--- src/rtl/neo_window_sequencer_if.sv ---
// Sample-stream, memory-port and window-output bundle for neo_window_sequencer.
// The sequencer uses the master modport. The environment uses the slave modport:
// the sample source, the sample memory and the NEO datapath.
// If NEO_ENERGY_EN is defined, the bundle also carries out_energy.
interface neo_window_sequencer_if #(
  parameter int N = 8,
  parameter int M = 16
);
  localparam int AW = $clog2(M) + 1;

  // Input sample stream
  logic                 in_valid;
  logic                 in_ready;
  logic signed [N-1:0]  in_data;

  // Sample memory ports (registered RAM, 1-cycle read latency)
  logic [AW-1:0]        mem_waddr;
  logic signed [N-1:0]  mem_wdata;
  logic [AW-1:0]        mem_raddr;
  logic signed [N-1:0]  mem_rdata;

  // Three-sample window towards the energy operator
  logic                 out_valid;
  logic                 out_ready;
  logic signed [N-1:0]  out_prev;
  logic signed [N-1:0]  out_cur;
  logic signed [N-1:0]  out_next;
`ifdef NEO_ENERGY_EN
  logic signed [2*N:0]  out_energy;
`endif

  modport master (
    input  in_valid, in_data, mem_rdata, out_ready,
    output in_ready, mem_waddr, mem_wdata, mem_raddr,
    output out_valid, out_prev, out_cur, out_next
`ifdef NEO_ENERGY_EN
    , output out_energy
`endif
  );

  modport slave (
    output in_valid, in_data, mem_rdata, out_ready,
    input  in_ready, mem_waddr, mem_wdata, mem_raddr,
    input  out_valid, out_prev, out_cur, out_next
`ifdef NEO_ENERGY_EN
    , input out_energy
`endif
  );
endinterface

--- src/rtl/neo_window_sequencer.sv ---
// neo_window_sequencer: writes incoming samples into a circular buffer.
// The buffer lives in the NEO sample memory.
// After each write the block reads back the window x[n-1], x[n], x[n+1].
// Address 0 is never used by the ring, so waddr=0/wdata=0 means "no write".
// Optional feature macro: NEO_ENERGY_EN adds
//   out_energy = cur*cur - prev*next.
module neo_window_sequencer #(
  parameter int N = 8,
  parameter int M = 16
) (
  input  logic                   clk_i,
  input  logic                   reset_i,
  neo_window_sequencer_if.master bus_if
);

  localparam int AW = $clog2(M) + 1;
  localparam logic [AW-1:0] RING_FIRST = AW'(1);
  localparam logic [AW-1:0] RING_LAST  = AW'(M - 1);

  typedef enum logic [2:0] {
    S_IDLE,
    S_WR,
    S_RD0,
    S_RD1,
    S_RD2,
    S_RD3,
    S_OUT
  } state_t;

  // Ring neighbours over addresses 1..M-1 (0 is the reserved no-write slot)
  function automatic logic [AW-1:0] ring_pred(input logic [AW-1:0] a);
    return (a == RING_FIRST) ? RING_LAST : a - RING_FIRST;
  endfunction

  function automatic logic [AW-1:0] ring_succ(input logic [AW-1:0] a);
    return (a == RING_LAST) ? RING_FIRST : a + RING_FIRST;
  endfunction

  state_t              state_q, state_d;
  logic [AW-1:0]       wp_q, wp_d;
  logic [1:0]          count_q, count_d;
  logic [AW-1:0]       waddr_q, waddr_d;
  logic signed [N-1:0] wdata_q, wdata_d;
  logic signed [N-1:0] prev_q, prev_d;
  logic signed [N-1:0] cur_q, cur_d;
  logic signed [N-1:0] next_q, next_d;

  logic [AW-1:0]       raddr_c;
  logic                in_ready_c;
  logic                out_valid_c;
  logic [1:0]          count_inc;
  logic [AW-1:0]       p_addr;

  // Once WR has run, wp points past the newest sample.
  // Its predecessor is the address just written.
  assign p_addr    = ring_pred(wp_q);
  assign count_inc = (count_q == 2'd3) ? 2'd3 : count_q + 2'd1;

  // State, pointers, registered memory write port and window registers
  always_ff @(posedge clk_i) begin
    if (reset_i) begin
      state_q <= S_IDLE;
      wp_q    <= RING_FIRST;
      count_q <= 2'd0;
      waddr_q <= '0;
      wdata_q <= '0;
      prev_q  <= '0;
      cur_q   <= '0;
      next_q  <= '0;
    end else begin
      state_q <= state_d;
      wp_q    <= wp_d;
      count_q <= count_d;
      waddr_q <= waddr_d;
      wdata_q <= wdata_d;
      prev_q  <= prev_d;
      cur_q   <= cur_d;
      next_q  <= next_d;
    end
  end

  // Next-state logic, read-address sequencing and window capture
  always_comb begin
    state_d     = state_q;
    wp_d        = wp_q;
    count_d     = count_q;
    waddr_d     = '0;
    wdata_d     = '0;
    prev_d      = prev_q;
    cur_d       = cur_q;
    next_d      = next_q;
    raddr_c     = '0;
    in_ready_c  = 1'b0;
    out_valid_c = 1'b0;

    case (state_q)
      S_IDLE: begin
        in_ready_c = 1'b1;
        if (bus_if.in_valid) begin
          waddr_d = wp_q;
          wdata_d = bus_if.in_data;
          state_d = S_WR;
        end
      end
      S_WR: begin
        // The memory commits waddr_q/wdata_q at the end of this cycle.
        wp_d    = ring_succ(wp_q);
        count_d = count_inc;
        state_d = (count_inc == 2'd3) ? S_RD0 : S_IDLE;
      end
      S_RD0: begin
        raddr_c = ring_pred(ring_pred(p_addr));
        state_d = S_RD1;
      end
      S_RD1: begin
        raddr_c = ring_pred(p_addr);
        prev_d  = bus_if.mem_rdata;
        state_d = S_RD2;
      end
      S_RD2: begin
        raddr_c = p_addr;
        cur_d   = bus_if.mem_rdata;
        state_d = S_RD3;
      end
      S_RD3: begin
        next_d  = bus_if.mem_rdata;
        state_d = S_OUT;
      end
      S_OUT: begin
        out_valid_c = 1'b1;
        if (bus_if.out_ready) begin
          state_d = S_IDLE;
        end
      end
      default: begin
        state_d = S_IDLE;
      end
    endcase
  end

  assign bus_if.in_ready  = in_ready_c;
  assign bus_if.mem_waddr = waddr_q;
  assign bus_if.mem_wdata = wdata_q;
  assign bus_if.mem_raddr = raddr_c;
  assign bus_if.out_valid = out_valid_c;
  assign bus_if.out_prev  = prev_q;
  assign bus_if.out_cur   = cur_q;
  assign bus_if.out_next  = next_q;

`ifdef NEO_ENERGY_EN
  // Teager energy from the window registers.
  // Operands are widened to the result width first.
  // The true result always fits in 2N+1 signed bits, so truncating the products is exact.
  logic signed [2*N:0] prev_x, cur_x, next_x;
  logic signed [2*N:0] cur_sq, cross_prod;

  assign prev_x            = {{(N+1){prev_q[N-1]}}, prev_q};
  assign cur_x             = {{(N+1){cur_q[N-1]}}, cur_q};
  assign next_x            = {{(N+1){next_q[N-1]}}, next_q};
  assign cur_sq            = cur_x * cur_x;
  assign cross_prod        = prev_x * next_x;
  assign bus_if.out_energy = cur_sq - cross_prod;
`endif

endmodule

--- src/flat_wrapper.sv ---
// flat-port wrapper written by rule: the top's interface ports become plain ports
module neo_window_sequencer_flat 
#(
  parameter int N = 8,
  parameter int M = 16
)
  (clk_i, reset_i, bus_if_in_valid, bus_if_in_data, bus_if_mem_rdata, bus_if_out_ready, bus_if_in_ready, bus_if_mem_waddr, bus_if_mem_wdata, bus_if_mem_raddr, bus_if_out_valid, bus_if_out_prev, bus_if_out_cur, bus_if_out_next);
  neo_window_sequencer_if #(.N(N), .M(M)) bus_if_i ();
  input  logic clk_i;
  input  logic reset_i;
  input wire logic [$bits(bus_if_i.in_valid)-1:0] bus_if_in_valid;
  input wire logic [$bits(bus_if_i.in_data)-1:0] bus_if_in_data;
  input wire logic [$bits(bus_if_i.mem_rdata)-1:0] bus_if_mem_rdata;
  input wire logic [$bits(bus_if_i.out_ready)-1:0] bus_if_out_ready;
  output wire logic [$bits(bus_if_i.in_ready)-1:0] bus_if_in_ready;
  output wire logic [$bits(bus_if_i.mem_waddr)-1:0] bus_if_mem_waddr;
  output wire logic [$bits(bus_if_i.mem_wdata)-1:0] bus_if_mem_wdata;
  output wire logic [$bits(bus_if_i.mem_raddr)-1:0] bus_if_mem_raddr;
  output wire logic [$bits(bus_if_i.out_valid)-1:0] bus_if_out_valid;
  output wire logic [$bits(bus_if_i.out_prev)-1:0] bus_if_out_prev;
  output wire logic [$bits(bus_if_i.out_cur)-1:0] bus_if_out_cur;
  output wire logic [$bits(bus_if_i.out_next)-1:0] bus_if_out_next;
  assign bus_if_i.in_valid = bus_if_in_valid;
  assign bus_if_i.in_data = bus_if_in_data;
  assign bus_if_i.mem_rdata = bus_if_mem_rdata;
  assign bus_if_i.out_ready = bus_if_out_ready;
  assign bus_if_in_ready = bus_if_i.in_ready;
  assign bus_if_mem_waddr = bus_if_i.mem_waddr;
  assign bus_if_mem_wdata = bus_if_i.mem_wdata;
  assign bus_if_mem_raddr = bus_if_i.mem_raddr;
  assign bus_if_out_valid = bus_if_i.out_valid;
  assign bus_if_out_prev = bus_if_i.out_prev;
  assign bus_if_out_cur = bus_if_i.out_cur;
  assign bus_if_out_next = bus_if_i.out_next;
  neo_window_sequencer #(.N(N), .M(M)) u_core (.clk_i(clk_i), .reset_i(reset_i), .bus_if(bus_if_i));
endmodule
--- config.mk ---
export PLATFORM = sky130hd
export DESIGN_NAME = neo_window_sequencer_flat
export DESIGN_NICKNAME = d
export VERILOG_FILES = /design/src/rtl/neo_window_sequencer_if.sv /design/src/rtl/neo_window_sequencer.sv /design/src/flat_wrapper.sv
export SDC_FILE = /design/constraint.sdc
export NUM_CORES = 1
export LEC_CHECK = 0
export ABC_AREA = 1
export CAP_MARGIN = 0
export CORE_ASPECT_RATIO = 1.2
export CORE_UTILIZATION = 40
export CTS_BUF_LIST = sky130_fd_sc_hd__clkbuf_4 sky130_fd_sc_hd__clkbuf_8 sky130_fd_sc_hd__clkbuf_16
export CTS_CLUSTER_SIZE = 14
export DETAILED_ROUTE_END_ITERATION = 7
export PLACE_DENSITY_LB_ADDON = 0.15
export SLEW_MARGIN = 20
export SYNTH_ARGS = -nofsm -noshare
export SYNTH_HDL_FRONTEND = slang
export SYNTH_SLANG_ARGS = --single-unit
--- constraint.sdc ---
create_clock -name clk_i -period 3.6 [get_ports clk_i]
set_input_delay 0.72 -clock clk_i [delete_from_list [all_inputs] [get_ports clk_i]]
set_output_delay 0.72 -clock clk_i [all_outputs]
set_load 0.01 [all_outputs]
==> run summary, run 1 <==
Seq/Total Area, Yosys = 0.424
Arr. time, crit path = 2660 ps
GRT overflow = 0
die height = 83.6 microns
Critical Path RT = 2880 ps
Slew headroom = 0.501
Initial Util = 0.416
antenna-violating nets left = 0
Seq pwr share = 0.489
# nets final = 400
drt pass-1 iters = 4
Placer Congestion = 0.814
CP Capture Type = output port
minimum clock period = 3380 ps
Bufs on Longest Clock Path = 2
peak supply drop = 0.249 mV
FF+latch count, synth = 47
worst-margin pin slew = 742 ps
initial DRC count = 92
combinational power share = 0.229
DR DRC count = 0
Mapped Cells = 306
top area cells in the synthesized netlist = dfxtp_1, nor2_1, nand2_1
Critical Path Fanout Max = 5
most common cell in the netlist = nor2_1
syn avg cell area = 7.25 sq um
Reg2Reg Setup Slack = 1870 ps
setup TNS = 0 ps
Min-Delay Path Class = register to register
Leak = 1.40 nW
Power per Cell Area = 360 mW/mm^2
full die area = 0.00585 sq mm
Slew Viols, Final = 0
Vias = 2099
core area = 0.00533 sq mm
CTS Sinks = 47
Reg clk slew, reported paths = 90 ps
status = finished, final reports clean
Rows = 29
Tcrit/Tclk final = 0.939
Peak Freq = 296 MHz
post-synth top area share = 0.424
GRT Util Overall = 0.200
Syn Nets = 333
Detail Placement HPWL = 3.92 mm
antenna violations before repair = 0
pin count of the biggest net entering global routing = 21
Most used DFF post-synth = dfxtp_1
WL/cell = 12.5 microns
EDFF count, synth = 0
io pins = 64
CP startpoint kind = register
Async SR Flop Fraction = 0
WS Path Type = register to output port
Ant. Diodes = 0
Post-CTS Setup Inserts = 0
RSZ-0062 raised after global routing = false
vias in the first global route = 2001
Final Skew = 11.2 ps
CTS tree = done
cell area after synthesis = 0.00222 sq mm
Routed WL = 5.44 mm
later-pin clock latency in the skew report = 300 ps
Pint = 780 uW
Synth area leader = dfxtp_1
Clock power frac = 0.283
H-tree depth = 2
Net Sw Power = 327 uW
most frequent cells after synthesis = nor2_1, nand2_1, dfxtp_1
max-cap viol count = 0
Yosys cell types = 34
sw frac = 0.295
CTS root buffer = clkbuf_8
total CTS buffers = 5
layout cell share with drive strength beyond 1 = 0.134
total power = 1.11 mW
input/output buffers = 63
width of the die = 70 microns
area grow syn2layout = 38.6%
routed vias/inst = 4.81
Synth Warn # = 0
first-pass GRT wire length = 9.40 mm
Hold Vio Cnt, Final = 0
final setup fails = 0
worst max-delay path: stages, from the launching register on:
cell             delay (ps)
dfxtp_4                 390
inv_1                    80
ha_4                    270
inv_1                    40
nor2_2                  110
ha_1                    170
nand3_1                 120
nor2_1                  110
nand2_1                  70
nand2_2                 120
nand3_4                 120
nand3_1                  90
nand2_1                  50
nand2_1                  80
clkdlybuf4s50_1         520
cell type report:
| cell class | instances | area, sq um |
|---|---|---|
| Tap cell | 62 | 77.6 |
| Inverter | 43 | 166 |
| Clock buffer | 6 | 76.3 |
| Multi-Input combinational cell | 206 | 1100 |
| Timing Repair Buffer | 70 | 691 |
| Fill cell | 490 | 2260 |
| Clock inverter | 2 | 12.5 |
| Sequential cell | 47 | 948 |
logic make-up (layout without fill, tap and decap cells):
kind of cell / Yosys count / after routing / synth area share
buf+inv: 53 / 121 / 0.0953
simple gates: 153 / 153 / 0.318
compound gates: 44 / 44 / 0.112
xor+xnor: 2 / 2 / 0.0113
fa+ha+maj: 7 / 7 / 0.0395
flops: 47 / 47 / 0.424
metrics by stage:
| step | cells | util | cell area (sq um) | setup slack (ps) | hold slack (ps) |
|---|---|---|---|---|---|
| finish | 436 | 0.577 | 3080 | 221 | 470 |
| global route | 436 | 0.577 | 3080 | 4.95 | 491 |
| CTS | 436 | 0.572 | 3050 | 14.7 | 469 |
| detailed placement | 428 | 0.550 | 2930 | 159 | 456 |
| global placement | 428 | 0.550 | 2930 | 252 | 444 |
| floorplan | 306 | - | 2220 | 801 | 432 |
placed cells by master (no fill, tap or decap), types with 3 or more instances in the layout:
cell	instances
a21oi_1	13
a22oi_1	3
buf_4	7
clkbuf_8	5
clkdlybuf4s50_1	60
dfxtp_1	45
dlymetal6s2s_1	3
ha_1	5
inv_1	34
inv_2	5
nand2_1	51
nand2_2	8
nand3_1	17
nand3_2	4
nor2_1	58
nor2_4	5
nor3_1	5
o21ai_0	19
routing by layer:
| layer | track usage | up-vias | routed length (microns) |
|---|---|---|---|
| met2 | 0.328 | 46 | 2630 |
| met4 | 0.0818 | 0 | 94 |
| met1 | 0.263 | 950 | 2500 |
| met3 | 0.0254 | 8 | 211 |
| li1 | - | 1095 | - |
| met5 | 0 | - | 0 |
flip-flops by register name, summed over array words and instances (netlist names):
signal                   count
u_core.count_q               2
u_core.bus_if.out_cur        8
u_core.bus_if.out_prev       8
u_core.wp_q                  5
u_core.bus_if.out_next       8
u_core.state_q               3
u_core.bus_if.mem_wdata      8
u_core.bus_if.mem_waddr      5
path summary, 6_finish.rpt:
kind | depth (start not counted) | start | endpoint
worst min register to register | 1 | u_core.count_q[0] | u_core.count_q[0]
worst min-delay path | 1 | u_core.count_q[0] | u_core.count_q[0]
worst max-delay path | 14 | u_core.wp_q[0] | bus_if_mem_raddr[3]
worst max register to register | 5 | u_core.state_q[2] | u_core.bus_if.out_cur[1]
power groups by stage:
stage	Sequential, mW	Combinational [mW]	Clock (mW)
finish	0.541	0.253	0.313
global route	0.543	0.287	0.345
CTS	0.540	0.250	0.325
detailed placement	0.552	0.243	0
global placement	0.551	0.240	0
floorplan	0.553	0.164	0
timing repair:
action | in CTS | in global routing
gates resized for setup | 9 | 6
endpoints found under the setup margin | 3 | 5
hold buffers | 0 | 0
Note: power is estimated with default switching activity, not from simulation.
==> inputs of run 2 (changes only) <==
--- a/config.mk
+++ b/config.mk
@@ -6,7 +6,7 @@
 export NUM_CORES = 1
 export LEC_CHECK = 0
 export ABC_AREA = 1
-export CAP_MARGIN = 0
+export CAP_MARGIN = 30
 export CORE_ASPECT_RATIO = 1.2
 export CORE_UTILIZATION = 40
 export CTS_BUF_LIST = sky130_fd_sc_hd__clkbuf_4 sky130_fd_sc_hd__clkbuf_8 sky130_fd_sc_hd__clkbuf_16
==> results of run 2 <==
No change in the layout: final DEF, timing and power equal those of run 1.
==> inputs of run 3 (changes only) <==
--- a/config.mk
+++ b/config.mk
@@ -10,7 +10,7 @@
 export CORE_ASPECT_RATIO = 1.2
 export CORE_UTILIZATION = 40
 export CTS_BUF_LIST = sky130_fd_sc_hd__clkbuf_4 sky130_fd_sc_hd__clkbuf_8 sky130_fd_sc_hd__clkbuf_16
-export CTS_CLUSTER_SIZE = 14
+export CTS_CLUSTER_SIZE = 40
 export DETAILED_ROUTE_END_ITERATION = 7
 export PLACE_DENSITY_LB_ADDON = 0.15
 export SLEW_MARGIN = 20
==> results of run 3 <==
No change in the layout: final DEF, timing and power equal those of run 1.
